`src/rtl/fetch_unit.sv`:
```
// rtl/fetch_unit.sv - instruction fetch stage: PC owner, in-order imem requests, instruction buffer, redirect flush
// Optional feature macro: FETCH_ACCESS_FAULT_EN (per-entry access-fault flag, fetch stops until redirect)
module fetch_unit #(
  parameter logic [63:0] RESET_PC   = 64'h0000_0000_8000_0000,
  parameter int unsigned FIFO_DEPTH = 2
) (
  input  logic        clk_i,
  input  logic        rst_ni,
  output logic        imem_req_valid_o,
  input  logic        imem_req_ready_i,
  output logic [63:0] imem_req_addr_o,
  input  logic        imem_rsp_valid_i,
  input  logic [31:0] imem_rsp_data_i,
`ifdef FETCH_ACCESS_FAULT_EN
  input  logic        imem_rsp_err_i,
  output logic        instr_err_o,
`endif
  input  logic        redirect_valid_i,
  input  logic [63:0] redirect_pc_i,
  output logic        instr_valid_o,
  input  logic        instr_ready_i,
  output logic [31:0] instr_o,
  output logic [63:0] instr_pc_o
);

  localparam int unsigned PW = $clog2(FIFO_DEPTH);
  localparam int unsigned CW = PW + 1;
  localparam logic [CW:0] DEPTH_W = (CW+1)'(FIFO_DEPTH);
  localparam logic [31:0] NOP_INSTR = 32'h0000_0013;

  logic [63:0]   fetch_pc_q, fetch_pc_d;
  logic [CW-1:0] outstanding_q, outstanding_d;
  logic [CW-1:0] drop_cnt_q, drop_cnt_d;
  logic [CW-1:0] fifo_cnt_q, fifo_cnt_d;
  logic [PW-1:0] fifo_wr_q, fifo_wr_d;
  logic [PW-1:0] fifo_rd_q, fifo_rd_d;
  logic [PW-1:0] pcq_wr_q, pcq_wr_d;
  logic [PW-1:0] pcq_rd_q, pcq_rd_d;
  logic          stopped_q, stopped_d;

  logic [31:0] fifo_data_q [FIFO_DEPTH];
  logic [63:0] fifo_pc_q   [FIFO_DEPTH];
  logic        fifo_err_q  [FIFO_DEPTH];
  logic [63:0] pcq_q       [FIFO_DEPTH];

  logic        rsp_err;
  logic        req_fire, rsp_fire, rsp_drop, push, pop;
  logic        credit_ok, head_err;
  logic [CW:0] inflight;
  logic [1:0]  unused_redirect_lsb;

`ifdef FETCH_ACCESS_FAULT_EN
  assign rsp_err = imem_rsp_err_i;
`else
  assign rsp_err = 1'b0;
`endif

  assign unused_redirect_lsb = redirect_pc_i[1:0];

  // Credits cover every in-flight request (including ones that will be dropped) plus buffered words
  assign inflight  = {1'b0, outstanding_q} + {1'b0, fifo_cnt_q};
  assign credit_ok = inflight < DEPTH_W;

  assign imem_req_valid_o = rst_ni && !redirect_valid_i && credit_ok && !stopped_q;
  assign imem_req_addr_o  = fetch_pc_q;

  assign req_fire = imem_req_valid_o && imem_req_ready_i;
  // A response with nothing outstanding is a protocol violation and is ignored entirely
  assign rsp_fire = imem_rsp_valid_i && (outstanding_q != '0);
  assign rsp_drop = rsp_fire && (drop_cnt_q != '0);
  assign push     = rsp_fire && !rsp_drop && !redirect_valid_i;
  assign pop      = instr_valid_o && instr_ready_i && !redirect_valid_i;

  assign instr_valid_o = (fifo_cnt_q != '0);
  assign head_err      = fifo_err_q[fifo_rd_q];
  assign instr_pc_o    = instr_valid_o ? fifo_pc_q[fifo_rd_q] : 64'h0;
  assign instr_o       = !instr_valid_o ? 32'h0 :
                         (head_err ? NOP_INSTR : fifo_data_q[fifo_rd_q]);
`ifdef FETCH_ACCESS_FAULT_EN
  assign instr_err_o   = instr_valid_o && head_err;
`endif

  // Next-state for PC, counters, pointers and the stop flag; redirect overrides flow updates
  always_comb begin
    fetch_pc_d    = fetch_pc_q;
    outstanding_d = outstanding_q + CW'(req_fire) - CW'(rsp_fire);
    drop_cnt_d    = drop_cnt_q;
    fifo_cnt_d    = fifo_cnt_q;
    fifo_wr_d     = fifo_wr_q;
    fifo_rd_d     = fifo_rd_q;
    pcq_wr_d      = pcq_wr_q;
    pcq_rd_d      = pcq_rd_q;
    stopped_d     = stopped_q;
    if (redirect_valid_i) begin
      fetch_pc_d = {redirect_pc_i[63:2], 2'b00};
      drop_cnt_d = outstanding_q - CW'(rsp_fire);
      fifo_cnt_d = '0;
      fifo_wr_d  = '0;
      fifo_rd_d  = '0;
      pcq_wr_d   = '0;
      pcq_rd_d   = '0;
      stopped_d  = 1'b0;
    end else begin
      if (req_fire) begin
        fetch_pc_d = fetch_pc_q + 64'd4;
        pcq_wr_d   = pcq_wr_q + PW'(1);
      end
      if (rsp_drop) begin
        drop_cnt_d = drop_cnt_q - CW'(1);
      end
      if (push) begin
        fifo_wr_d = fifo_wr_q + PW'(1);
        pcq_rd_d  = pcq_rd_q + PW'(1);
        if (rsp_err) begin
          stopped_d = 1'b1;
        end
      end
      if (pop) begin
        fifo_rd_d = fifo_rd_q + PW'(1);
      end
      fifo_cnt_d = fifo_cnt_q + CW'(push) - CW'(pop);
    end
  end

  // Control state register with asynchronous reset
  always_ff @(posedge clk_i or negedge rst_ni) begin
    if (!rst_ni) begin
      fetch_pc_q    <= RESET_PC;
      outstanding_q <= '0;
      drop_cnt_q    <= '0;
      fifo_cnt_q    <= '0;
      fifo_wr_q     <= '0;
      fifo_rd_q     <= '0;
      pcq_wr_q      <= '0;
      pcq_rd_q      <= '0;
      stopped_q     <= 1'b0;
    end else begin
      fetch_pc_q    <= fetch_pc_d;
      outstanding_q <= outstanding_d;
      drop_cnt_q    <= drop_cnt_d;
      fifo_cnt_q    <= fifo_cnt_d;
      fifo_wr_q     <= fifo_wr_d;
      fifo_rd_q     <= fifo_rd_d;
      pcq_wr_q      <= pcq_wr_d;
      pcq_rd_q      <= pcq_rd_d;
      stopped_q     <= stopped_d;
    end
  end

  // Payload storage: request PCs on handshake, {data, PC, err} on accepted response
  always_ff @(posedge clk_i) begin
    if (req_fire) begin
      pcq_q[pcq_wr_q] <= fetch_pc_q;
    end
    if (push) begin
      fifo_data_q[fifo_wr_q] <= imem_rsp_data_i;
      fifo_pc_q[fifo_wr_q]   <= pcq_q[pcq_rd_q];
      fifo_err_q[fifo_wr_q]  <= rsp_err;
    end
  end

endmodule

```
`config.mk`:
```
export PLATFORM = sky130hd
export DESIGN_NAME = fetch_unit
export DESIGN_NICKNAME = d
export VERILOG_FILES = /design/src/rtl/fetch_unit.sv
export SDC_FILE = /design/constraint.sdc
export NUM_CORES = 1
export LEC_CHECK = 0
export BUFFER_PORTS_ARGS = -buffer_cell sky130_fd_sc_hd__buf_2
export CORE_AREA = 2 2 205 207
export DETAILED_ROUTE_END_ITERATION = 10
export DIE_AREA = 0 0 207 209
export PLACE_DENSITY = 0.66
export SKIP_CTS_REPAIR_TIMING = 1
export SYNTH_ARGS = -nofsm -noshare
export SYNTH_HDL_FRONTEND = slang
export SYNTH_SLANG_ARGS = --single-unit
```
`constraint.sdc`:
```
create_clock -name clk_i -period 6.1 [get_ports clk_i]
set_input_delay 0.305 -clock clk_i [delete_from_list [all_inputs] [get_ports clk_i]]
set_output_delay 0.305 -clock clk_i [all_outputs]
set_load 0.01 [all_outputs]
```
# Yosys cells after proc, flatten, opt, wreduce, memory -nomap -nowiden
# Memory sizes are Yosys's and may differ from the RTL's.
# Cells that the tools add are included.
dict set report word_totals {
  regBits 74
  ram_bits 320
  input_bits 102
  out_inout_bits 162
  word_cells 62
  memories 3
}
# name words word_bits rd rd_clocked_by_memory_dff wr line
set mem_list {}
lappend mem_list {fifo_pc_q 2 64 1 0 1 42} ;# logic [63:0] fifo_pc_q [FIFO_DEPTH];
lappend mem_list {pcq_q 2 64 1 0 1 44} ;# logic [63:0] pcq_q [FIFO_DEPTH];
lappend mem_list {fifo_data_q 2 32 1 0 1 41} ;# logic [31:0] fifo_data_q [FIFO_DEPTH];
dict set report classes {
  n_addsub 12
  magnitude_cmp 1
  mux 20
  reduce_logical 18
}
# operator n
set ops {}
lappend ops {{2-to-1 mux 64 bit} 3}
lappend ops {{adder 64 x 3 -> 64 bit (second input constant)} 1}
lappend ops {{2-to-1 mux 32 bit} 2}
lappend ops {{nonzero test 2 bit} 7}
lappend ops {{2-to-1 mux 1 bit} 12}
lappend ops {{logical AND 1 bit} 9}
lappend ops {{2-to-1 mux 2 bit} 3}
lappend ops {{subtractor 2 x 1 -> 2 bit} 3}
lappend ops {{adder 1 bit (second input constant)} 4}
lappend ops {{adder 2 x 1 -> 2 bit} 2}
lappend ops {{adder 2 x 2 -> 3 bit} 1}
lappend ops {{< comparator 3 x 2 -> 1 bit (second input constant)} 1}
lappend ops {{logical NOT 1 bit} 2}
lappend ops {{subtractor 2 x 1 -> 2 bit (second input constant)} 1}

# Depth between registers and ports, before layout
dict set report logic_depth {
  depth_word 9
  mapped_depth 12
  depth_no_buf 10
}

# Worst setup path after synthesis
# No wires, ideal clock.
dict set report synth_timing {
  path_kind {input to register}
  startpoint {input redirect_valid_i}
  endpoint {memory fifo_data_q[0][0], enable pin}
  setup_ns 0.548
  arrival_ns 5.136
  t_required_ns 5.552
  path_slack_ns 0.417
  path_stages 6
  n_path_buf 3
  cell_sequence {clkbuf_1 inv_1 clkbuf_1 clkbuf_1 nand3_1 nor2_1}
}
dict set report synth_between {
  elab_chain_cells 4
}
# item line
set synth_rtl {}
lappend synth_rtl {{start: declaration} 18} ;# input logic redirect_valid_i,
lappend synth_rtl {{logical NOT 1 bit} 71} ;# assign push = rsp_fire && !rsp_drop && !redirect_valid_i;
lappend synth_rtl {{logical AND 1 bit} 71}
lappend synth_rtl {{2-to-1 mux 1 bit} 155} ;# if (push) begin
lappend synth_rtl {{2-to-1 mux 1 bit} --}
lappend synth_rtl {{end: declaration} 41}
# No other way between the ends.

# Worst setup path in the final report
dict set report layout_timing {
  startpoint {register fifo_cnt_q[0]}
  endpoint {register fetch_pc_q[30] (netlist: imem_req_addr_o[30])}
}
dict set report layout_between {
  elab_chain_cells 5
}
# item line
set layout_rtl {}
lappend layout_rtl {{start: declaration} 34} ;# logic [CW-1:0] fifo_cnt_q, fifo_cnt_d;
lappend layout_rtl {{start signal: assignment} 141} ;# fifo_cnt_q <= fifo_cnt_d;
lappend layout_rtl {{adder 2 x 2 -> 3 bit} 61} ;# assign inflight = {1'b0, outstanding_q} + {1'b0, fifo_cnt_q};
lappend layout_rtl {{< comparator 3 x 2 -> 1 bit} 62} ;# assign credit_ok = inflight < DEPTH_W;
lappend layout_rtl {{logical AND 1 bit} 64} ;# assign imem_req_valid_o = rst_ni && !redirect_valid_i && credit_ok && !stopped_q;
lappend layout_rtl {{logical AND 1 bit} 67} ;# assign req_fire = imem_req_valid_o && imem_req_ready_i;
lappend layout_rtl {{nonzero test 2 bit (no line)} --}
lappend layout_rtl {{end signal: assignment} 138} ;# fetch_pc_q <= fetch_pc_d;
lappend layout_rtl {{end: declaration} 31} ;# logic [63:0] fetch_pc_q, fetch_pc_d;
# No other way between the ends.
# A chain may end at the register's enable or synchronous reset.

==> flow_summary.json <==
{
  "status": "finished clean",
  "drt_pass1_iterations": 7,
  "layout.nets": 1551,
  "ys_seq_elements": 384,
  "grt.total_usage_pct": 19.0,
  "arrival_ns": 3.84,
  "rr_endpoint": "imem_req_addr_o[30]",
  "cts-root-buf": "clkbuf_16",
  "drive_above_1_share_pct": 28.3,
  "cts_tree": "built",
  "ant_nets": 0,
  "die_area_mm2": 0.0433,
  "area_growth_syn_to_layout_pct": 21.3,
  "synth_ff_type": "edfxtp_1",
  "min_path_type": "input port to register",
  "clk-insertion-delay-late_ns": 0.54,
  "dr.first_iter.drc_count": 729,
  "internal-power_mw": 5.02,
  "drcViolationCount": 0,
  "routedWlPerCell_um": 21.1,
  "synth_seq_area_share_pct": 68.8,
  "top_layer": "met5",
  "die_height_um": 209,
  "holdWs_ns": 0.0135,
  "finalCriticalPeriod_ns": 3.43,
  "hold_path_depth": 2,
  "synthArstFlopShare_pct": 18.8,
  "start_util_pct": 39.3,
  "hold_viol": 0,
  "power.share.switching_pct": 29.0,
  "crit_type": "register to register",
  "rows": 75,
  "skew_ns": 0.0255,
  "crit_path_max_incr_delay_ns": 0.55,
  "dp.final_hpwl_um": 27000,
  "powerDensity_mw_per_mm2": 359,
  "crit_slowest_cell": "nor4b_2",
  "fp.coreArea_mm2": 0.0413,
  "clk_path_buf_depth": 3,
  "yosys.area.top_type_share_pct": 57.7,
  "cts_num_sinks": 384,
  "antenna_found_initial": 3,
  "cp_max_fo": 47,
  "max-slew-margin-rel_pct": 25.8,
  "cts_max_level": 2,
  "cts_buffers": 41,
  "hp-start": "redirect_pc_i[30]",
  "clk_pin_slew_worst_paths_ns": 0.06,
  "overflow": 0,
  "wirelength_met1_um": 18400,
  "p_leak_nw": 7.23,
  "synth_edf_count": 312,
  "wirelength_um": 42400,
  "r2r_start": "fifo_cnt_q[0]",
  "crit_chain": "and2_1 -> fa_1 -> nor4b_2 -> and2_1 -> buf_4 -> nor2_2 -> buf_4 -> a21o_2 -> a221o_1",
  "numPortBuffers": 257,
  "synth_area_mm2": 0.0162,
  "worstSetupEndpointType": "register",
  "placedCellCount": 1901,
  "yosysWarnings": 0,
  "grt_pass1_vias": 10600,
  "worstHoldEndpoint": "imem_req_addr_o[30]",
  "final_cells": 2012,
  "netSwitchingPower_mw": 2.05,
  "setup_violations": 0,
  "syn_avg_cell_area_um2": 14.1,
  "fin_crit_sh_pct": 56.2,
  "die_x_um": 207,
  "fin_util_pct": 47.7,
  "peakVddDrop_uv": 181,
  "synth_cells": 1152,
  "wl_met3_um": 2210,
  "grt_max_degree": 95,
  "wl_met2_um": 20100,
  "max_clock_freq_mhz": 292,
  "drv_cap": 0,
  "p_clk_share_pct": 32.1,
  "synth_area_leaders": "edfxtp_1, dfrtp_1, mux2i_1",
  "grt_setup_unrepaired": "false",
  "pin_count": 264,
  "viasPerCell": 5.42,
  "required_ns": 6.52,
  "p_seq_share_pct": 48.8,
  "combPwrFrac_pct": 19.1,
  "tns_ns": 0,
  "yosysTopAreaCell": "edfxtp_1",
  "synth_cell_type_count": 59,
  "ff2ff_path_depth": 9,
  "maxSlewViolCount": 0,
  "via_count": 10900,
  "startpoint_type": "register",
  "grt_pass1_wl_um": 63300,
  "gp_congestion": 0.871,
  "r2r_setup_slack_ns": 2.67,
  "worst_pin_slew_ns": 1.11
}
==> synth_stat cells, types with 10 or more instances <==
cell type / count
o311ai_0: 15
and2_1: 11
or4_1: 16
mux2_2: 63
o211ai_1: 27
a21oi_1: 10
edfxtp_1: 312
nand4_1: 36
nand2_1: 64
dfrtp_1: 71
a22oi_1: 11
nor4_1: 16
nor2_1: 125
mux2i_1: 104
clkbuf_1: 38
inv_1: 19
o21ai_0: 24
nand3_1: 52
and3_1: 19
buf_1: 18
==> through the flow <==
| step | power (mW) | cell area, um^2 | worst slack (ns) |
|---|---|---|---|
| floorplan | 4.27 | 16200 | 0.417 |
| global placement | 4.82 | 18100 | 2.59 |
| detailed placement | 4.86 | 18100 | 2.48 |
| CTS | 7.14 | 19300 | 2.68 |
| global route | 7.39 | 19700 | 2.48 |
| finish | 7.07 | 19700 | 2.67 |
==> per-layer routing <==
layer  vias up  track usage, %
li1       5001               -
met1      5424            25.1
met2       379            31.1
met3       103            3.43
met4         2            7.49
met5         -               0
==> cells by family after synthesis <==
group | after synthesis | synth area share [%]
flip-flops | 384 | 68.8
XOR/XNOR | 11 | 0.593
AO/OA/AOI/OAI | 121 | 5.36
other | 1 | 0.0231
multiplexers | 167 | 10.8
adder cells (fa/ha/maj) | 8 | 0.663
AND/OR/NAND/NOR | 375 | 11.7
buffers and inverters | 85 | 2.10
==> power by group through the flow <==
| stage | sequential [mW] | combinational [mW] | clock (mW) |
|---|---|---|---|
| after floorplan | 3.38 | 0.896 | 0 |
| after global placement | 3.49 | 1.33 | 0 |
| after detailed placement | 3.51 | 1.35 | 0 |
| after CTS | 3.45 | 1.36 | 2.33 |
| after global routing | 3.49 | 1.48 | 2.42 |
| final | 3.45 | 1.35 | 2.27 |
==> sequential cells by signal, summed over array words and instances, names as in the netlist <==
register         cells
fifo_rd_q            1
fifo_data_q         64
fifo_cnt_q           2
pcq_wr_q             1
outstanding_q        2
fifo_pc_q          124
pcq_q              124
drop_cnt_q           2
imem_req_addr_o     62
pcq_rd_q             1
fifo_wr_q            1
==> critical path, delay by kind of cell, from the launching register on <==
kind,cells,cell delay (ns)
compound gates,2,0.49
fa+ha+maj,1,0.44
buf+inv,2,0.78
flops,1,0.42
simple gates,4,1.18
==> area by class of cell <==
class                      count  area, um^2
clock buffer                  53        1090
multi-input combinational    686        4770
tap                          539         674
timing repair buffer         308        1790
sequential                   384       11200
inverter                      20        75.1
clock inverter                20         116
antenna                        2        5.00
fill                        3653       21600
==> how the worst max path moves through the flow <==
stage / to / slack (ns) / from / cells after the start
floorplan: fifo_data_q[0][0] / 0.42 / redirect_valid_i / 6
global placement: fifo_data_q[0][12] / 2.59 / redirect_valid_i / 6
detailed placement: fifo_data_q[0][31] / 2.48 / redirect_valid_i / 6
CTS: imem_req_addr_o[30] / 2.68 / fifo_cnt_q[0] / 9
global route: imem_req_addr_o[30] / 2.48 / fifo_cnt_q[0] / 9
finish: imem_req_addr_o[30] / 2.67 / fifo_cnt_q[0] / 9
==> cell usage in the layout, fill, tap and decap left out, types with 24 or more instances in the layout <==
master	count
buf_2	256
dlygate4sd3_1	36
o211ai_1	27
dfrtp_1	69
o21ai_0	24
nand2_1	64
nor2_1	120
edfxtp_1	312
clkbuf_16	41
nand4_1	36
mux2i_1	104
nand3_1	52
mux2_2	63
No activity file was read; power rests on OpenSTA's default activity.
